### src/rtl/board_io_pkg.sv
// Shared board I/O definitions: the per-channel debounce state encoding and
// the default filter length used on the 50 MHz board clock.
package board_io_pkg;

  typedef enum logic [1:0] {
    STABLE_LO  = 2'd0,
    CONFIRM_HI = 2'd1,
    STABLE_HI  = 2'd2,
    CONFIRM_LO = 2'd3
  } db_state_t;

  localparam int unsigned DEBOUNCE_10MS_50MHZ = 500000;

endpackage

### src/rtl/sw_debounce_ch.sv
// One switch channel: two-flop synchroniser, stability counter, debounce FSM
// and the registered level / rise / fall / toggle outputs.
module sw_debounce_ch
  import board_io_pkg::*;
#(
  parameter int unsigned DEBOUNCE_CYCLES = DEBOUNCE_10MS_50MHZ,
  parameter int unsigned CNT_W           = 20
) (
  input  logic clk,
  input  logic rst_n,
  input  logic sw_raw,
  output logic sw_level,
  output logic sw_rise,
  output logic sw_fall,
  output logic sw_toggle
);

  localparam logic [CNT_W-1:0] CNT_LAST = CNT_W'(DEBOUNCE_CYCLES - 1);
  localparam logic [CNT_W-1:0] CNT_ONE  = CNT_W'(1);

  logic             s1, s2;
  db_state_t        state, state_nxt;
  logic [CNT_W-1:0] cnt, cnt_nxt;
  logic             rise_evt, fall_evt;

  // All flops live here so reset clears every piece of channel state at once.
  always_ff @(posedge clk or negedge rst_n) begin
    if (!rst_n) begin
      s1        <= 1'b0;
      s2        <= 1'b0;
      state     <= STABLE_LO;
      cnt       <= '0;
      sw_level  <= 1'b0;
      sw_rise   <= 1'b0;
      sw_fall   <= 1'b0;
      sw_toggle <= 1'b0;
    end else begin
      s1        <= sw_raw;
      s2        <= s1;
      state     <= state_nxt;
      cnt       <= cnt_nxt;
      sw_rise   <= rise_evt;
      sw_fall   <= fall_evt;
      sw_toggle <= sw_toggle ^ rise_evt;
      if (rise_evt)
        sw_level <= 1'b1;
      else if (fall_evt)
        sw_level <= 1'b0;
    end
  end

  always_comb begin
    state_nxt = state;
    cnt_nxt   = '0;
    case (state)
      STABLE_LO: begin
        if (s2) begin
          state_nxt = CONFIRM_HI;
          cnt_nxt   = CNT_ONE;
        end
      end
      CONFIRM_HI: begin
        if (!s2)
          state_nxt = STABLE_LO;
        else if (cnt == CNT_LAST)
          state_nxt = STABLE_HI;
        else
          cnt_nxt = cnt + CNT_ONE;
      end
      STABLE_HI: begin
        if (!s2) begin
          state_nxt = CONFIRM_LO;
          cnt_nxt   = CNT_ONE;
        end
      end
      CONFIRM_LO: begin
        if (s2)
          state_nxt = STABLE_HI;
        else if (cnt == CNT_LAST)
          state_nxt = STABLE_LO;
        else
          cnt_nxt = cnt + CNT_ONE;
      end
      default: state_nxt = STABLE_LO;
    endcase
  end

  // Acceptance events; registered above so the pulse lands one cycle after the decision edge.
  always_comb begin
    rise_evt = 1'b0;
    fall_evt = 1'b0;
    if (state == CONFIRM_HI && s2 && cnt == CNT_LAST)
      rise_evt = 1'b1;
    if (state == CONFIRM_LO && !s2 && cnt == CNT_LAST)
      fall_evt = 1'b1;
  end

endmodule

### src/rtl/sw_debounce.sv
// Input conditioner for the board switches: N_SW independent debounce
// channels, each producing a clean level, edge pulses and a press toggle.
module sw_debounce
  import board_io_pkg::*;
#(
  parameter int unsigned N_SW            = 4,
  parameter int unsigned DEBOUNCE_CYCLES = DEBOUNCE_10MS_50MHZ,
  parameter int unsigned CNT_W           = 20
) (
  input  logic            clk,
  input  logic            rst_n,
  input  logic [N_SW-1:0] sw_raw,
  output logic [N_SW-1:0] sw_level,
  output logic [N_SW-1:0] sw_rise,
  output logic [N_SW-1:0] sw_fall,
  output logic [N_SW-1:0] sw_toggle
);

  // The counter must be able to hold DEBOUNCE_CYCLES-1 without wrapping.
  if (DEBOUNCE_CYCLES < 2 || 64'(DEBOUNCE_CYCLES) >= (64'd1 << CNT_W)) begin : g_bad_params
    $error("sw_debounce: DEBOUNCE_CYCLES must be >= 2 and < 2**CNT_W");
  end

  for (genvar i = 0; i < N_SW; i++) begin : g_ch
    sw_debounce_ch #(
      .DEBOUNCE_CYCLES(DEBOUNCE_CYCLES),
      .CNT_W          (CNT_W)
    ) u_ch (
      .clk      (clk),
      .rst_n    (rst_n),
      .sw_raw   (sw_raw[i]),
      .sw_level (sw_level[i]),
      .sw_rise  (sw_rise[i]),
      .sw_fall  (sw_fall[i]),
      .sw_toggle(sw_toggle[i])
    );
  end

endmodule
### config.mk
export PLATFORM = sky130hd
export DESIGN_NAME = sw_debounce
export DESIGN_NICKNAME = d
export VERILOG_FILES = /design/src/rtl/board_io_pkg.sv /design/src/rtl/sw_debounce_ch.sv /design/src/rtl/sw_debounce.sv
export SDC_FILE = /design/constraint.sdc
export NUM_CORES = 1
export LEC_CHECK = 0
export ABC_CLOCK_PERIOD_IN_PS = 5180
export BUFFER_PORTS_ARGS = -buffer_cell sky130_fd_sc_hd__buf_2
export CORE_MARGIN = 3
export CORE_UTILIZATION = 46
export DETAILED_ROUTE_END_ITERATION = 16
export SKIP_LAST_GASP = 1
export SYNTH_ARGS = -nofsm -noshare
export SYNTH_HDL_FRONTEND = slang
export SYNTH_SLANG_ARGS = --single-unit
### constraint.sdc
create_clock -name clk -period 5.18 [get_ports clk]
set_clock_uncertainty 0.05 [all_clocks]
set_input_delay 0.518 -clock clk [delete_from_list [all_inputs] [get_ports clk]]
set_output_delay 0.518 -clock clk [all_outputs]
set_load 0.005 [all_outputs]
==> metrics.txt, run 1 <==
number of synthesized flops with an enable pin=0; full die area=~13,000 µm²; dominant cells by area after synthesis=dfrtp_1, xnor2_1, nor2_1, or4_1, xor2_1; relative slew slack=between 40% and 50%; final setup fails=0; worst hold path class=in -> reg; crit start category=flip-flop; Core Region=11,200 µm²; CTS sink cnt=between 100 and 150; clock slew at reported path FFs=0.07 ns; Area Growth Syn to Fin=7.14%; top-count cell post-synth=dfrtp_1; Max Slew Vio Count=0; largest net degree at the start of global routing=just over 70; cells after synthesis=542; GRT overflow=0; number of H-tree levels=3; Starting Density=48.3%; WP data arrival=~2.6 ns; final hold violations=0; PwrDens=275 nW/µm²; crit path max fanout=19; synthesized area=between 5000 and 6000 µm²; Async S/R FF share, synth=100%; most frequent cells after synthesis=dfrtp_1, nor2_1, xnor2_1; setup TNS=0 ns; routed length per instance=~14 µm; Longest Clk Path Bufs=2; kind of critical path=reg -> reg; Max Fclk=between 0.4 and 0.5 GHz; clock root cell=clkbuf_16; DR DRC count=0; initial antenna violation count=0; die height=114 µm; GPL Wtd Cong=0.813; I/O pin cnt=22; Hold Buf Count CTS=0; critical path required time=around 5.3 ns; Crit-path slowest cell=a311o_1; RSZ-0062 raised after global routing=false; Setup crit end kind=flip-flop; IO Port Bufs=21; #FFs+latches synth=112; top_reg_cell synth=dfrtp_1; CP Cell Sequence=or4b_1 -> nor4b_2 -> a311o_1 -> nor2_1; row count=38; n_diodes=0; distinct cell type count after synthesis=46; share of the synthesized area in the top cell type=approximately half; Tmin final=2.41 ns; vias in the first global route=between 3,000 and 4,000; Util after Layout=51.8%; status=completed; global-route wire length before repair=approximately 17,000 µm; 1st-iter DRT viols=~180; cts bufs inserted=9; Worst Tran Pin Value=roughly 0.87 ns; Final Cycle Share=46.4%; Final #Nets=roughly 560; peak supply drop=between 0.2 and 0.25 mV; Synth area leader=dfrtp_1; syn nets=about 550; overall routed net length=9620 µm; GRT Overall Usage=roughly 16%; Clk Latency, worst-skew pair=roughly 0.35 ns; fillers=between 1,000 and 1,500; maxcap violations=0; synthesized area per cell=9.96 µm²; cell family with most CP delay=simple AND/OR/NAND/NOR gates; vias per cell=5.51; TritonCTS clock tree=built; Die X=approximately 110 µm; Static Leak=between 0.002 and 0.0025 µW; hpwl dp=~6600 µm; Routed Antenna Nets=0; # Post-CTS Setup Buffers=0; DR vias=3,793; Slowest Stage Delay on Critical Path=about 0.74 ns; drt pass-1 iters=4; sequential share of the synthesized area=between 50% and 60%; CTS resizes=0; CP Buf/Inv Count=0; synth warn=0; ratio of cells with drive above 1 in the final layout=8.20%
==> area by class of cell <==
cell class,count,area [µm²],share of cell area [%]
well taps,140,175,3.03
clock inverters,2,15.0,0.260
multi-input cells,378,2330,40.3
inverters,21,78.8,1.36
repair buffers,23,123,2.12
flip-flops and latches,112,2800,48.5
clock buffers,13,260,4.50
==> cell usage in the layout, fill, tap and decap left out, types with 4 or more instances in the layout <==
| master | instances |
|---|---|
| xnor2_1 | 36 |
| and4_1 | 5 |
| inv_1 | 20 |
| o31ai_1 | 14 |
| nor3b_1 | 4 |
| nand2_1 | 24 |
| nor4_1 | 13 |
| ha_1 | 4 |
| nand3_1 | 30 |
| nand2b_1 | 8 |
| nor4b_1 | 4 |
| xor2_1 | 18 |
| or4_1 | 22 |
| a21oi_1 | 26 |
| o21ai_0 | 18 |
| dfrtp_1 | 112 |
| buf_2 | 20 |
| nor2_1 | 73 |
| clkbuf_16 | 9 |
| or3_1 | 18 |
| nand4_1 | 16 |
| nor3_1 | 9 |
| a211oi_1 | 4 |
==> sequential cells by signal, indices dropped and copies added, names as in the netlist, named ones only <==
name / flops
g_ch.u_ch.sw_rise: 4
g_ch.u_ch.s2: 4
g_ch.u_ch.sw_toggle: 4
g_ch.u_ch.cnt: 80
g_ch.u_ch.sw_fall: 4
g_ch.u_ch.s1: 4
g_ch.u_ch.state: 4
g_ch.u_ch.sw_level: 4
==> layer usage <==
layer	part of all wire (%)	routed length, µm	track usage [%]	vias to the layer above
li1	-	-	-	1907
met1	50	4850	22.5	1849
met2	46	4380	25.6	28
met3	2.5	242	3.65	9
met4	1.5	149	5.78	0
met5	0	0	0	-
==> cells by family after synthesis <==
kind of cell	Yosys count	synth area share [%]
compound gates	73	8.28
xor+xnor	54	8.76
fa+ha+maj	4	0.927
buf+inv	52	4.94
flops	112	51.9
mux	1	0.209
simple gates	246	25.0
==> path summary, 6_finish.rpt <==
| kind | cells after the start | start | slack, ns | end |
|---|---|---|---|---|
| max in group asynchronous | 2 | rst_n | 3.79 | g_ch[2].u_ch.cnt[14]$_DFF_PN0_ |
| worst max register to register | 4 | g_ch[0].u_ch.cnt[12]$_DFF_PN0_ | 2.77 | g_ch[0].u_ch.cnt[12]$_DFF_PN0_ |
| min in group asynchronous | 1 | rst_n | 0.24 | g_ch[0].u_ch.cnt[11]$_DFF_PN0_ |
| worst min register to register | 0 | g_ch[3].u_ch.s1$_DFF_PN0_ | 0.30 | g_ch[3].u_ch.s2$_DFF_PN0_ |
| worst max-delay path | 4 | g_ch[0].u_ch.cnt[12]$_DFF_PN0_ | 2.77 | g_ch[0].u_ch.cnt[12]$_DFF_PN0_ |
| worst min-delay path | 1 | sw_raw[2] | 0.22 | g_ch[2].u_ch.s1$_DFF_PN0_ |
==> report_power, final <==
| group | switching (µW) | internal, µW |
|---|---|---|
| Clock | 302 | 351 |
| Sequential | 8.01 | 883 |
| Combinational | 33.4 | 11.0 |
| Total | 344 | 1240 |
==> metrics by stage <==
stage,power (µW),worst slack (ns),area (µm²),std cells,hold slack (ns)
2_1_floorplan,928,3.17,5400,542,0.172
3_5_place_dp,954,2.76,5510,674,0.285
4_1_cts,1610,2.76,5780,689,0.209
5_1_grt,1650,2.52,5780,689,0.211
6_report,1590,2.77,5780,689,0.219
3_3_place_gp,953,2.84,5510,674,0.282
Power figures use the tool's default switching activity.
==> inputs of run 2 (changes only) <==
--- a/config.mk
+++ b/config.mk
@@ -5,7 +5,7 @@
 export SDC_FILE = /design/constraint.sdc
 export NUM_CORES = 1
 export LEC_CHECK = 0
-export ABC_CLOCK_PERIOD_IN_PS = 5180
+export ABC_CLOCK_PERIOD_IN_PS = 2300
 export BUFFER_PORTS_ARGS = -buffer_cell sky130_fd_sc_hd__buf_2
 export CORE_MARGIN = 3
 export CORE_UTILIZATION = 46
==> constraint.sdc (replaced) <==
create_clock -name clk -period 2.3 [get_ports clk]
set_clock_uncertainty 0.05 [all_clocks]
set_input_delay 0.23 -clock clk [delete_from_list [all_inputs] [get_ports clk]]
set_output_delay 0.23 -clock clk [all_outputs]
set_load 0.005 [all_outputs]
==> metrics.txt, run 2 (same netlist as run 1, synthesis figures left out) <==
status=completed; Comb pwr share=3.2%; final setup fails=0; clock slew at reported path FFs=~0.07 ns; vias in the first global route=3,918; Crit-path slowest cell=or4b_1; Hold Slack=about 0.30 ns; sequential share of power=a little over half; Worst Tran Pin Value=0.468 ns; relative slew slack=roughly two thirds; Storage cell area=around 2800 µm²; clock network fraction of total power=a little over two fifths; maxcap violations=0; CP Buf/Inv Count=0; largest register by flop count=g_ch.u_ch.cnt; Psw=roughly 770 µW; routed length per instance=between 10 and 15 µm; kind of critical path=reg -> reg; Tmin final=between 2 and 2.5 ns; Final Cycle Share=a little over nine tenths; fillers=approximately 970; n_diodes=0; row count=38; crit path max fanout=6; DR vias=around 3,900; RSZ-0062 raised after global routing=false; commonest cells after routing, fill and taps aside=dfrtp_1, nor2_1, xnor2_1; Longest Clk Path Bufs=2; commonest non-fill, non-tap cell in the layout=dfrtp_1; Starting Density=about half; Static Leak=0.00241 µW; DP Cell Count=~690; clock root cell=clkbuf_16; reg2reg path depth=4; Max Slew Vio Count=0; global-route wire length before repair=roughly 18,000 µm; Clk Latency, worst-skew pair=~0.34 ns; drt pass-1 iters=5; vias per cell=5.55; Multi-input gate area=2330 µm²; Routed Antenna Nets=0; die height=around 110 µm; Max Fclk=0.460 GHz; initial antenna violation count=0; hpwl dp=between 6000 and 7000 µm; stages on the worst setup path=4; peak supply drop=between 0.4 and 0.5 mV; sw frac=around 21%; setup TNS=0 ns; final hold violations=0; # Post-CTS Setup Buffers=0; R2R setup slack=0.13 ns; cts bufs inserted=9; number of flip-flops in the largest register=80; GRT overflow=0; Critical Path Start=g_ch[0].u_ch.cnt[12]$_DFF_PN0_; Final #Nets=about 570; CP Cell Sequence=or4b_1 -> nor4b_2 -> and4_1 -> mux2_1; I/O pin cnt=22; Core Region=11,200 µm²; Area Growth Syn to Fin=10.6%; CTS sink cnt=112; final cell count without fillers=~710; cell family with most CP delay=simple AND/OR/NAND/NOR gates; WP data arrival=between 2 and 2.5 ns; R2R Path Start=g_ch[0].u_ch.cnt[12]$_DFF_PN0_; number of H-tree levels=3; ratio of cells with drive above 1 in the final layout=a little over a tenth; Die X=about 110 µm; DR DRC count=0; critical path required time=~2.5 ns; TritonCTS clock tree=built; overall routed net length=10,000 µm; internal cell power=2960 µW; worst hold path class=reg -> reg; IO Port Bufs=21; crit start category=flip-flop; GPL Wtd Cong=approximately 0.8; Slowest Stage Delay on Critical Path=~0.56 ns; 1st-iter DRT viols=251; largest net degree at the start of global routing=35; PwrDens=approximately 620 nW/µm²; GRT Overall Usage=16.5%; full die area=about 13,000 µm²; Setup crit end kind=flip-flop
## run 2: worst min-delay path by stage
stage                                   start                        endpoint  slack (ns)  cells past startpoint
finish              g_ch[2].u_ch.s1$_DFF_PN0_       g_ch[2].u_ch.s2$_DFF_PN0_        0.30                      0
floorplan                               rst_n                       async pin       -0.12                      0
global route        g_ch[2].u_ch.s1$_DFF_PN0_       g_ch[2].u_ch.s2$_DFF_PN0_        0.32                      0
detailed placement                      rst_n  g_ch[0].u_ch.cnt[17]$_DFF_PN0_        0.16                      1
CTS                 g_ch[1].u_ch.s1$_DFF_PN0_       g_ch[1].u_ch.s2$_DFF_PN0_        0.30                      0
global placement                        rst_n  g_ch[0].u_ch.cnt[11]$_DFF_PN0_        0.16                      1
## run 2: final cells by class
class / count / share of cell area (%)
clock inverters: 2 / 0.629
multi-input cells: 378 / 39.1
flip-flops and latches: 112 / 46.9
clock buffers: 13 / 4.53
inverters: 21 / 1.32
repair buffers: 40 / 4.61
well taps: 140 / 2.93
## run 2: repair_timing
item                       4_1_cts  5_1_grt
setup endpoints to repair        0        1
resized for setup                0        1
hold endpoints to repair        34        0
hold buffers                     5        0
## run 2: worst reg2reg max path: cells and delay by family (launching register included)
family        cells  cell delay (ns)
mux               1             0.33
simple gates      3             1.24
flops             1             0.44
## run 2: per-layer routing
metal,GRT usage (%),wire length (µm),vias to the layer above
met5,0,0,-
met4,5.15,151,0
met3,2.85,252,14
met2,27.0,4670,67
met1,22.5,4960,1895
li1,-,-,1944
## run 2: power by group through the flow
| stage | clock, µW | sequential (µW) | combinational [µW] |
|---|---|---|---|
| detailed placement | 0 | 2040 | 118 |
| CTS | 1660 | 2010 | 125 |
| global placement | 0 | 2040 | 116 |
| finish | 1600 | 2010 | 120 |
| global route | 1730 | 2010 | 141 |
| floorplan | 0 | 2040 | 49.4 |
## run 2: stage by stage
stage               power (µW)  util, %  setup WS, ns  instance area (µm²)
finish                    3730     53.4         0.127                 5970
global route              3880     53.4        0.0203                 5970
CTS                       3790     53.4         0.135                 5970
detailed placement        2160     50.2         0.135                 5610
global placement          2160     50.2         0.228                 5610
floorplan                 2090        -         0.287                 5400
==> inputs of run 3 (changes only) <==
--- a/config.mk
+++ b/config.mk
@@ -9,6 +9,7 @@
 export BUFFER_PORTS_ARGS = -buffer_cell sky130_fd_sc_hd__buf_2
 export CORE_MARGIN = 3
 export CORE_UTILIZATION = 46
+export CTS_BUF_LIST = sky130_fd_sc_hd__clkbuf_4 sky130_fd_sc_hd__clkbuf_8
 export DETAILED_ROUTE_END_ITERATION = 16
 export SKIP_LAST_GASP = 1
 export SYNTH_ARGS = -nofsm -noshare
==> metrics.txt, run 3 (same netlist as run 1, synthesis figures left out) <==
status=completed; Final Cycle Share=94.7%; Tmin final=approximately 2.2 ns; critical path required time=~2.5 ns; Hold Slack=between 0.3 and 0.4 ns; number of H-tree levels=3; setup TNS=0 ns; number of flip-flops in the largest register=80; routed length per instance=roughly 14 µm; drt pass-1 iters=4; fillers=approximately 980; IO Port Bufs=21; Clk Latency, worst-skew pair=about 0.36 ns; Max Slew Vio Count=0; # Post-CTS Setup Buffers=0; Slowest Stage Delay on Critical Path=about 0.56 ns; worst hold path class=reg -> reg; CP Cell Sequence=or4b_1 -> nor4b_2 -> and4_1 -> mux2_1; GRT Overall Usage=around 16%; Core Region=between 10,000 and 15,000 µm²; I/O pin cnt=22; Area Growth Syn to Fin=8.83%; Static Leak=around 0.0024 µW; CTS sink cnt=112; clock slew at reported path FFs=about 0.10 ns; Max Fclk=between 0.4 and 0.5 GHz; GPL Wtd Cong=just under 0.8; TritonCTS clock tree=built; 1st-iter DRT viols=approximately 270; Util after Layout=between 50% and 60%; Longest Clk Path Bufs=2; RSZ-0062 raised after global routing=false; DR DRC count=0; kind of critical path=reg -> reg; vias per cell=approximately 5.5; overall power=roughly 3400 µW; vias in the first global route=approximately 4,000; Final #Nets=572; WP data arrival=~2.4 ns; full die area=approximately 13,000 µm²; initial antenna violation count=0; overall routed net length=around 10000 µm; Die X=between 100 and 150 µm; Routed Antenna Nets=0; relative slew slack=between 60% and 70%; largest register by flop count=g_ch.u_ch.cnt; die height=about 110 µm; Setup crit end kind=flip-flop; Crit-path slowest cell=or4b_1; crit path max fanout=6; final hold violations=0; n_diodes=0; maxcap violations=0; commonest cells after routing, fill and taps aside=dfrtp_1, nor2_1, xnor2_1; hpwl dp=6980 µm; commonest non-fill, non-tap cell in the layout=dfrtp_1; ratio of cells with drive above 1 in the final layout=roughly a tenth; final setup fails=0; Worst Tran Pin Value=0.468 ns; crit start category=flip-flop; PwrDens=roughly 570 nW/µm²; clock root cell=clkbuf_8; Starting Density=about 48%; cts bufs inserted=9; DR vias=just under 4,000; GRT overflow=0; peak supply drop=approximately 0.46 mV; largest net degree at the start of global routing=35; row count=38; global-route wire length before repair=17,700 µm
## run 3: cell counts in the layout (fill, tap and decap cells not counted)
Identical to the previous run, type by type.
## run 3: final cells by class
class | instances | area, µm² | area share (%)
clock buffers | 13 | 173 | 2.94
clock inverters | 2 | 37.5 | 0.639
inverters | 21 | 78.8 | 1.34
multi-input cells | 378 | 2330 | 39.7
flip-flops and latches | 112 | 2800 | 47.7
well taps | 140 | 175 | 2.98
repair buffers | 40 | 275 | 4.69
## run 3: repair_timing
action	CTS	global route
hold endpoints to repair	34	0
setup endpoints to repair	0	1
gates resized for setup	0	1
hold buffers	5	0
## run 3: layer usage
metal  up-vias  share of wire [%]  global-route usage [%]  routed length, µm
li1       1943                  -                       -                  -
met1      1911                 50                    22.4               4980
met4         0                1.3                    5.15                132
met5         -                  0                       0                  0
met2        42                 47                    26.8               4680
met3        12                2.1                    3.01                208
## run 3: where the power goes
group / switching, µW / internal [µW] / total (µW)
Sequential: 18.2 / 1990 / 2010
Clock: 631 / 601 / 1230
Combinational: 79.6 / 40.7 / 120
Total: 729 / 2630 / 3360
## run 3: path summary, 6_finish.rpt
kind	cells past startpoint	end	slack (ns)	start
setup / recovery	4	flip-flop	0.12	g_ch[0].u_ch.cnt[12]$_DFF_PN0_
hold / removal	0	g_ch[2].u_ch.s2$_DFF_PN0_	0.30	g_ch[2].u_ch.s1$_DFF_PN0_
setup reg to reg	4	flip-flop	0.12	g_ch[0].u_ch.cnt[12]$_DFF_PN0_
hold reg to reg	0	g_ch[2].u_ch.s2$_DFF_PN0_	0.30	g_ch[2].u_ch.s1$_DFF_PN0_
max in group asynchronous	3	async pin	1.28	rst_n
min in group asynchronous	2	g_ch[0].u_ch.cnt[17]$_DFF_PN0_	0.31	rst_n
## run 3: through the flow
stage / std cells / setup slack [ns] / cell area (µm²)
2_1_floorplan: 542 / 0.287 / 5400
3_3_place_gp: 686 / 0.228 / 5610
3_5_place_dp: 686 / 0.135 / 5610
4_1_cts: 706 / 0.137 / 5870
5_1_grt: 706 / 0.0155 / 5870
6_report: 706 / 0.122 / 5870
## run 3: critical path, delay by kind of cell (launching register included)
family	cells	cell delay (ns)
simple gates	3	1.24
flops	1	0.45
mux	1	0.33
